===== src/rtl/n8_controller_reader.sv =====
// N8 controller reader: polls the pad with a latch/clock/data transaction and
// publishes a registered, active-high button word plus exclusive left/right levels.
module n8_controller_reader #(
  parameter int CLK_DIV     = 300,
  parameter int POLL_PERIOD = 833_333
) (
  input  logic       clk,
  input  logic       reset,
  input  logic       ctrl_data,
  output logic       ctrl_latch,
  output logic       ctrl_clk,
  output logic [7:0] buttons,
  output logic       left,
  output logic       right,
  output logic       valid
);

  localparam int PW  = (POLL_PERIOD > 1) ? $clog2(POLL_PERIOD) : 1;
  localparam int PHW = $clog2(2 * CLK_DIV);

  typedef enum logic [2:0] {IDLE, LATCH, LOW, HIGH, DONE} state_t;

  typedef struct packed {
    logic [7:0] buttons;
    logic       left;
    logic       right;
  } report_t;

  state_t         state;
  logic [PW-1:0]  poll_cnt;
  logic [PHW-1:0] phase;
  logic [2:0]     bit_idx;
  logic [7:0]     shift;
  logic [7:0]     sample_word;
  logic [1:0]     sync_ff;
  logic           sync_data;
  logic           wrap;
  logic           last_latch;
  logic           last_half;
  report_t        rpt;

  assign sync_data  = sync_ff[1];
  assign wrap       = (poll_cnt == PW'(POLL_PERIOD - 1));
  assign last_latch = (phase == PHW'(2 * CLK_DIV - 1));
  assign last_half  = (phase == PHW'(CLK_DIV - 1));

  assign buttons = rpt.buttons;
  assign left    = rpt.left;
  assign right   = rpt.right;

  // Resets to "not pressed" so a floating/absent pad never reads as pressed.
  always_ff @(posedge clk or posedge reset) begin
    if (reset) sync_ff <= 2'b11;
    else       sync_ff <= {sync_ff[0], ctrl_data};
  end

  always_ff @(posedge clk or posedge reset) begin
    if (reset)     poll_cnt <= '0;
    else if (wrap) poll_cnt <= '0;
    else           poll_cnt <= poll_cnt + PW'(1);
  end

  // Shift word with the bit being sampled this cycle already merged in.
  always_comb begin
    sample_word          = shift;
    sample_word[bit_idx] = ~sync_data;
  end

  // Outputs are assigned alongside the state transition so that they track
  // the state they decode; the final word and valid land on entry to DONE,
  // making valid high for exactly the DONE cycle.
  always_ff @(posedge clk or posedge reset) begin
    if (reset) begin
      state      <= IDLE;
      phase      <= '0;
      bit_idx    <= '0;
      shift      <= '0;
      rpt        <= '0;
      valid      <= 1'b0;
      ctrl_latch <= 1'b0;
      ctrl_clk   <= 1'b0;
    end else begin
      valid <= 1'b0;
      case (state)
        IDLE: begin
          phase <= '0;
          if (wrap) begin
            state      <= LATCH;
            ctrl_latch <= 1'b1;
          end
        end
        LATCH: begin
          if (last_latch) begin
            phase      <= '0;
            bit_idx    <= '0;
            state      <= LOW;
            ctrl_latch <= 1'b0;
          end else begin
            phase <= phase + PHW'(1);
          end
        end
        LOW: begin
          if (last_half) begin
            phase <= '0;
            shift <= sample_word;
            if (bit_idx == 3'd7) begin
              state       <= DONE;
              rpt.buttons <= sample_word;
              rpt.left    <= sample_word[6] & ~sample_word[7];
              rpt.right   <= sample_word[7] & ~sample_word[6];
              valid       <= 1'b1;
            end else begin
              state    <= HIGH;
              ctrl_clk <= 1'b1;
            end
          end else begin
            phase <= phase + PHW'(1);
          end
        end
        HIGH: begin
          if (last_half) begin
            phase    <= '0;
            bit_idx  <= bit_idx + 3'd1;
            state    <= LOW;
            ctrl_clk <= 1'b0;
          end else begin
            phase <= phase + PHW'(1);
          end
        end
        DONE: begin
          state <= IDLE;
        end
        default: begin
          state      <= IDLE;
          ctrl_latch <= 1'b0;
          ctrl_clk   <= 1'b0;
        end
      endcase
    end
  end

endmodule

===== config.mk =====
export PLATFORM = sky130hd
export DESIGN_NAME = n8_controller_reader
export DESIGN_NICKNAME = d
export VERILOG_FILES = /design/src/rtl/n8_controller_reader.sv
export SDC_FILE = /design/constraint.sdc
export NUM_CORES = 1
export LEC_CHECK = 0
export CORE_MARGIN = 2
export CORE_UTILIZATION = 32
export CTS_CLUSTER_DIAMETER = 80
export DETAILED_ROUTE_END_ITERATION = 8
export GPL_ROUTABILITY_DRIVEN = 0
export GPL_TIMING_DRIVEN = 0
export SYNTH_ARGS = -nofsm -noshare
export SYNTH_HDL_FRONTEND = slang
export SYNTH_SLANG_ARGS = --single-unit

===== constraint.sdc =====
create_clock -name clk -period 4.97 [get_ports clk]
set_input_delay 0.7455 -clock clk [delete_from_list [all_inputs] [get_ports clk]]
set_output_delay 0.7455 -clock clk [all_outputs]
set_load 0.02 [all_outputs]

# After elaboration in Yosys (flattened, before gate mapping)
# Index checks and enable logic that the tools add are counted.
[word_totals]
wordCells = 76
memories = 0
romBits = 0
ramBits = 0
out_inout_bits = 13
latchBits = 0
register_bits = 59
in_bits = 3
[op_classes]
mux = 26
n_bitwise = 7
reduce_logical = 13
shift = 0
div = 0
eq_ne = 13
mul = 0
magnitude_cmp = 2
addsub = 3
[op_table]
columns = ["operator", "n"]
rows = [
  ["$pmux 10 s3", 1],
  ["$mux 3", 7],
  ["$add 20x1->20 const B", 1],
  ["$eq 20x20->1 const B", 1],
  ["$mux 10", 2],
  ["$mux 20", 1],
  ["$pmux 3 s4", 1],
  ["$add 10x1->10 const B", 1],
  ["$eq 10x10->1 const B", 1],
  ["$eq 10x9->1 const B", 1],
  ["$ne 2x2->1 const B", 5],
  ["$mux 1", 9],
  ["$reduce_and 3->1", 3],
  ["$bwmux 8", 1],
  ["$reduce_and 4->1", 2],
  ["$eq 3x2->1 const B", 2],
  ["$eq 3x3->1 const B", 2],
  ["$pmux 1 s3", 2],
  ["$pmux 3 s2", 1],
  ["$reduce_or 3->1", 2],
  ["$not 1->1", 5],
  ["$lt 3x4->1 const B", 1],
  ["$add 3x1->3 const B", 1],
  ["$demux 1 s3", 1],
  ["other kinds (9)", 10],
]

# Logic depth before layout (Yosys ltp)
[depth]
depth_word = 7
depth_mapped = 6
depth_no_buf = 6

# Worst setup path before layout
# Ideal clock, no wire load.
[synth_timing]
path_type = "flip-flop to flip-flop"
start = "register phase[0]"
end = "register shift[2]"
arrival_ps = 2003
stages_incl_launch_ff = 6
setup_time_ps = 125
setup_slack_ps = 2842
path_cell_list = "dfrtp_1 ha_1 or4b_4 or4_4 buf_6 mux2_4"
[synth_between]
elab_chain_cells = 2
[synth_rtl]
columns = ["item", "line_no", "text"]
rows = [
  ["start: declaration", "31", "logic [PHW-1:0] phase;"],
  ["start signal: assignment", "99", "phase <= phase + PHW'(1);"],
  ["start signal: assignment", "117", "phase <= phase + PHW'(1);"],
  ["start signal: assignment", "127", "phase <= phase + PHW'(1);"],
  ["$eq 10x9->1", "45", "assign last_half = (phase == PHW'(CLK_DIV - 1));"],
  ["$reduce_and 2->1 (no line)", "n/a", ""],
  ["end signal: assignment", "105", "shift <= sample_word;"],
  ["end: declaration", "33", "logic [7:0] shift;"],
]
# No other way between the ends.
# A chain may end at the register's enable or synchronous reset.

# Worst setup path in the final report
# Same ends and word-level chain as after synthesis.

==> flow_metrics.py <==
metrics = {
    "sta": {
        "setup-tns-final_ns": 0,
        "period_share": 0.453,
        "finalCriticalPeriod_ns": 2.25,
        "grt_setup_unrepaired": "false",
        "max_slew.worst_pin.slew_ns": 0.628,
        "setup_slack_ns": 2.72,
        "hold_viol_final": 0,
        "maxSlewViolCount": 0,
        "fin_worst_skew_ns": 0.00840,
        "hold_ws_ns": 0.358,
        "slew_headroom": 0.581,
        "fmax_mhz": 444,
        "final-setup-viol-count": 0,
    },
    "routing": {
        "wl_um": 6420,
        "remaining_drc_errors": 0,
        "num_vias": 2436,
        "drt-initial-drc-count": 109,
        "firstDrtPassIters": 4,
        "ant_nets": 0,
        "vias_per_cell": 4.99,
        "wire_per_inst_um": 13.1,
    },
    "place": {
        "portBuffers": 15,
        "post-place-ws_ns": 2.71,
        "placed_area_um2": 3420,
        "dp_hpwl_um": 4580,
    },
    "worst_setup_path": {
        "worstSetupEndpointType": "flip-flop",
        "rr_endpoint": "shift[2]",
        "reg2reg_setup_slack_ns": 2.72,
        "critPathMaxStageDelay_ns": 0.52,
        "r2r_start": "phase[0]",
        "reg2regPathDepth": 5,
        "cp_max_fo": 10,
        "setup.worst_path.start": "phase[0]",
        "slowest_stage": "or4b_4",
        "crit_type": "reg2reg",
        "endpoint": "shift[2]",
        "arrival_ns": 2.48,
        "cp_data_required_time_ns": 5.20,
        "crit_chain": "ha_1 -> or4b_4 -> or4_4 -> buf_6 -> mux2_4",
        "crit_path_start_kind": "flip-flop",
    },
    "clock_tree": {
        "cts_max_level": 3,
        "numCtsBuffers": 9,
        "holdBufCountCts": 0,
        "cts-root-buf": "clkbuf_8",
        "cts.repair.resized": 0,
        "cts_sinks": 59,
        "postCtsSetupBuffers": 0,
        "path_clk_slew_ns": 0.07,
        "clock_latency_ns": 0.34,
        "cts.path.max_buffers": 2,
        "cts_tree": "built",
    },
    "global_route": {
        "grt_pass1_wl_um": 10800,
        "grt_use_total": 0.132,
        "grt_max_degree": 32,
        "grt_overflow": 0,
        "grt_antenna_before_repair": 0,
        "grt_pass1_vias": 2197,
    },
    "synthesis": {
        "synth-seq-area-share": 0.480,
        "synth.avg_cell_area_um2": 9.43,
        "synth_edf_count": 0,
        "synth.area.top_cells": "dfrtp_1, o21ai_0, nand2_1",
        "yosysTopAreaCellShare": 0.462,
        "yosys.area.top_type": "dfrtp_1",
        "synthDistinctLibCells": 49,
        "ys_ff_latch": 59,
        "synthCells": 327,
        "yosysWarnings": 0,
        "synthesis.nets": 335,
        "synth-main-ff-cell": "dfrtp_1",
        "syn_area_um2": 3080,
        "synthArstFlopShare": 1.00,
    },
    "power_and_ir_drop": {
        "leakagePower_nw": 1.53,
        "power_density_nw_per_um2": 272,
        "irDropWorstVdd_uv": 126,
    },
    "job": {
        "cap_viol_max_count": 0,
    },
    "cells_and_area": {
        "drive_above_1_share": 0.106,
        "final_common_cell": "dfrtp_1",
        "final_area_um2": 3640,
        "syn_to_final_growth_pct": 18.1,
        "nFillCells": 965,
        "final_cell_mix": "dfrtp_1, nand2_1, o21ai_0, nor2_1, clkdlybuf4s50_1",
        "num_antenna_cells": 0,
        "nets": 362,
    },
    "worst_hold_path": {
        "worstHoldPathCells": 0,
        "worstHoldPathType": "reg2reg",
    },
    "floorplanning": {
        "dieWidth_um": 102,
        "die-height_um": 102,
        "placementRows": 35,
        "fp.dieArea_um2": 10400,
        "design.core.area_um2": 9280,
        "io_pins": 16,
        "initial_utilization": 0.332,
    },
    "run_status": {
        "status": "finished clean",
    },
}
==> sequential cells by signal, summed over array words and instances (netlist names) <==
register and flops:
bit_idx 3, buttons 8, ctrl_clk 1, ctrl_latch 1, left 1, phase 10
poll_cnt 20, right 1, shift 8, state 3, sync_ff 2, valid 1
==> cell usage after synthesis, drive strengths merged, types with 7 or more instances <==
cell    count
nand2      36
o21ai      32
nor2       22
nand3      15
nand4       9
xnor2       8
and3       12
nor3       14
a21oi      12
inv         7
dfrtp      57
clkbuf     14
==> final cells by class <==
class	instances	area (um^2)	area share
clock buffer	10	138	0.0378
tap	129	161	0.0443
sequential	59	1480	0.406
buffer	18	78.8	0.0216
clock inverter	6	88.8	0.0244
multi-input combinational	243	1500	0.412
timing repair buffer	16	170	0.0467
inverter	7	26.3	0.00721
==> worst max-delay path, delay by kind of cell, from the launching register on <==
kind / cells / cell delay (ns)
fa+ha+maj: 1 / 0.26
buf+inv: 1 / 0.16
flops: 1 / 0.40
mux: 1 / 0.29
simple gates: 2 / 1.04
==> worst min path at each step <==
stage,startpoint,slack [ns],endpoint
after floorplan,sync_ff[0],0.35,sync_ff[1]
after global placement,sync_ff[0],0.35,sync_ff[1]
after detailed placement,sync_ff[0],0.35,sync_ff[1]
after CTS,sync_ff[0],0.36,sync_ff[1]
after global routing,sync_ff[0],0.37,sync_ff[1]
final,sync_ff[0],0.36,sync_ff[1]
==> layer usage <==
metal	up-vias	routed length (um)	GRT usage
met3	7	217	0.0321
met1	1160	3350	0.184
met5	-	0	0
li1	1229	-	-
met2	40	2800	0.199
met4	0	56	0.0503
==> power breakdown <==
group | internal [mW] | total, mW | leakage, nW | switching, mW
Clock | 0.296 | 0.496 | 0.108 | 0.200
Combinational | 0.00340 | 0.0144 | 0.619 | 0.0110
Sequential | 0.481 | 0.482 | 0.803 | 0.000265
Total | 0.780 | 0.992 | 1.53 | 0.211
==> stage by stage <==
stage	power, mW	utilization	std cells
floorplan	0.499	-	327
global placement	0.504	0.366	471
detailed placement	0.506	0.368	472
CTS	1.00	0.392	488
global route	1.03	0.392	488
finish	0.992	0.392	488
==> kinds of logic after synthesis <==
group                    synth area share
adder cells (fa/ha/maj)            0.0203
multiplexers                       0.0393
XOR/XNOR                           0.0398
flip-flops                          0.480
AO/OA/AOI/OAI                       0.127
AND/OR/NAND/NOR                     0.260
buffers and inverters              0.0341
No activity file was read; power rests on OpenSTA's default activity.
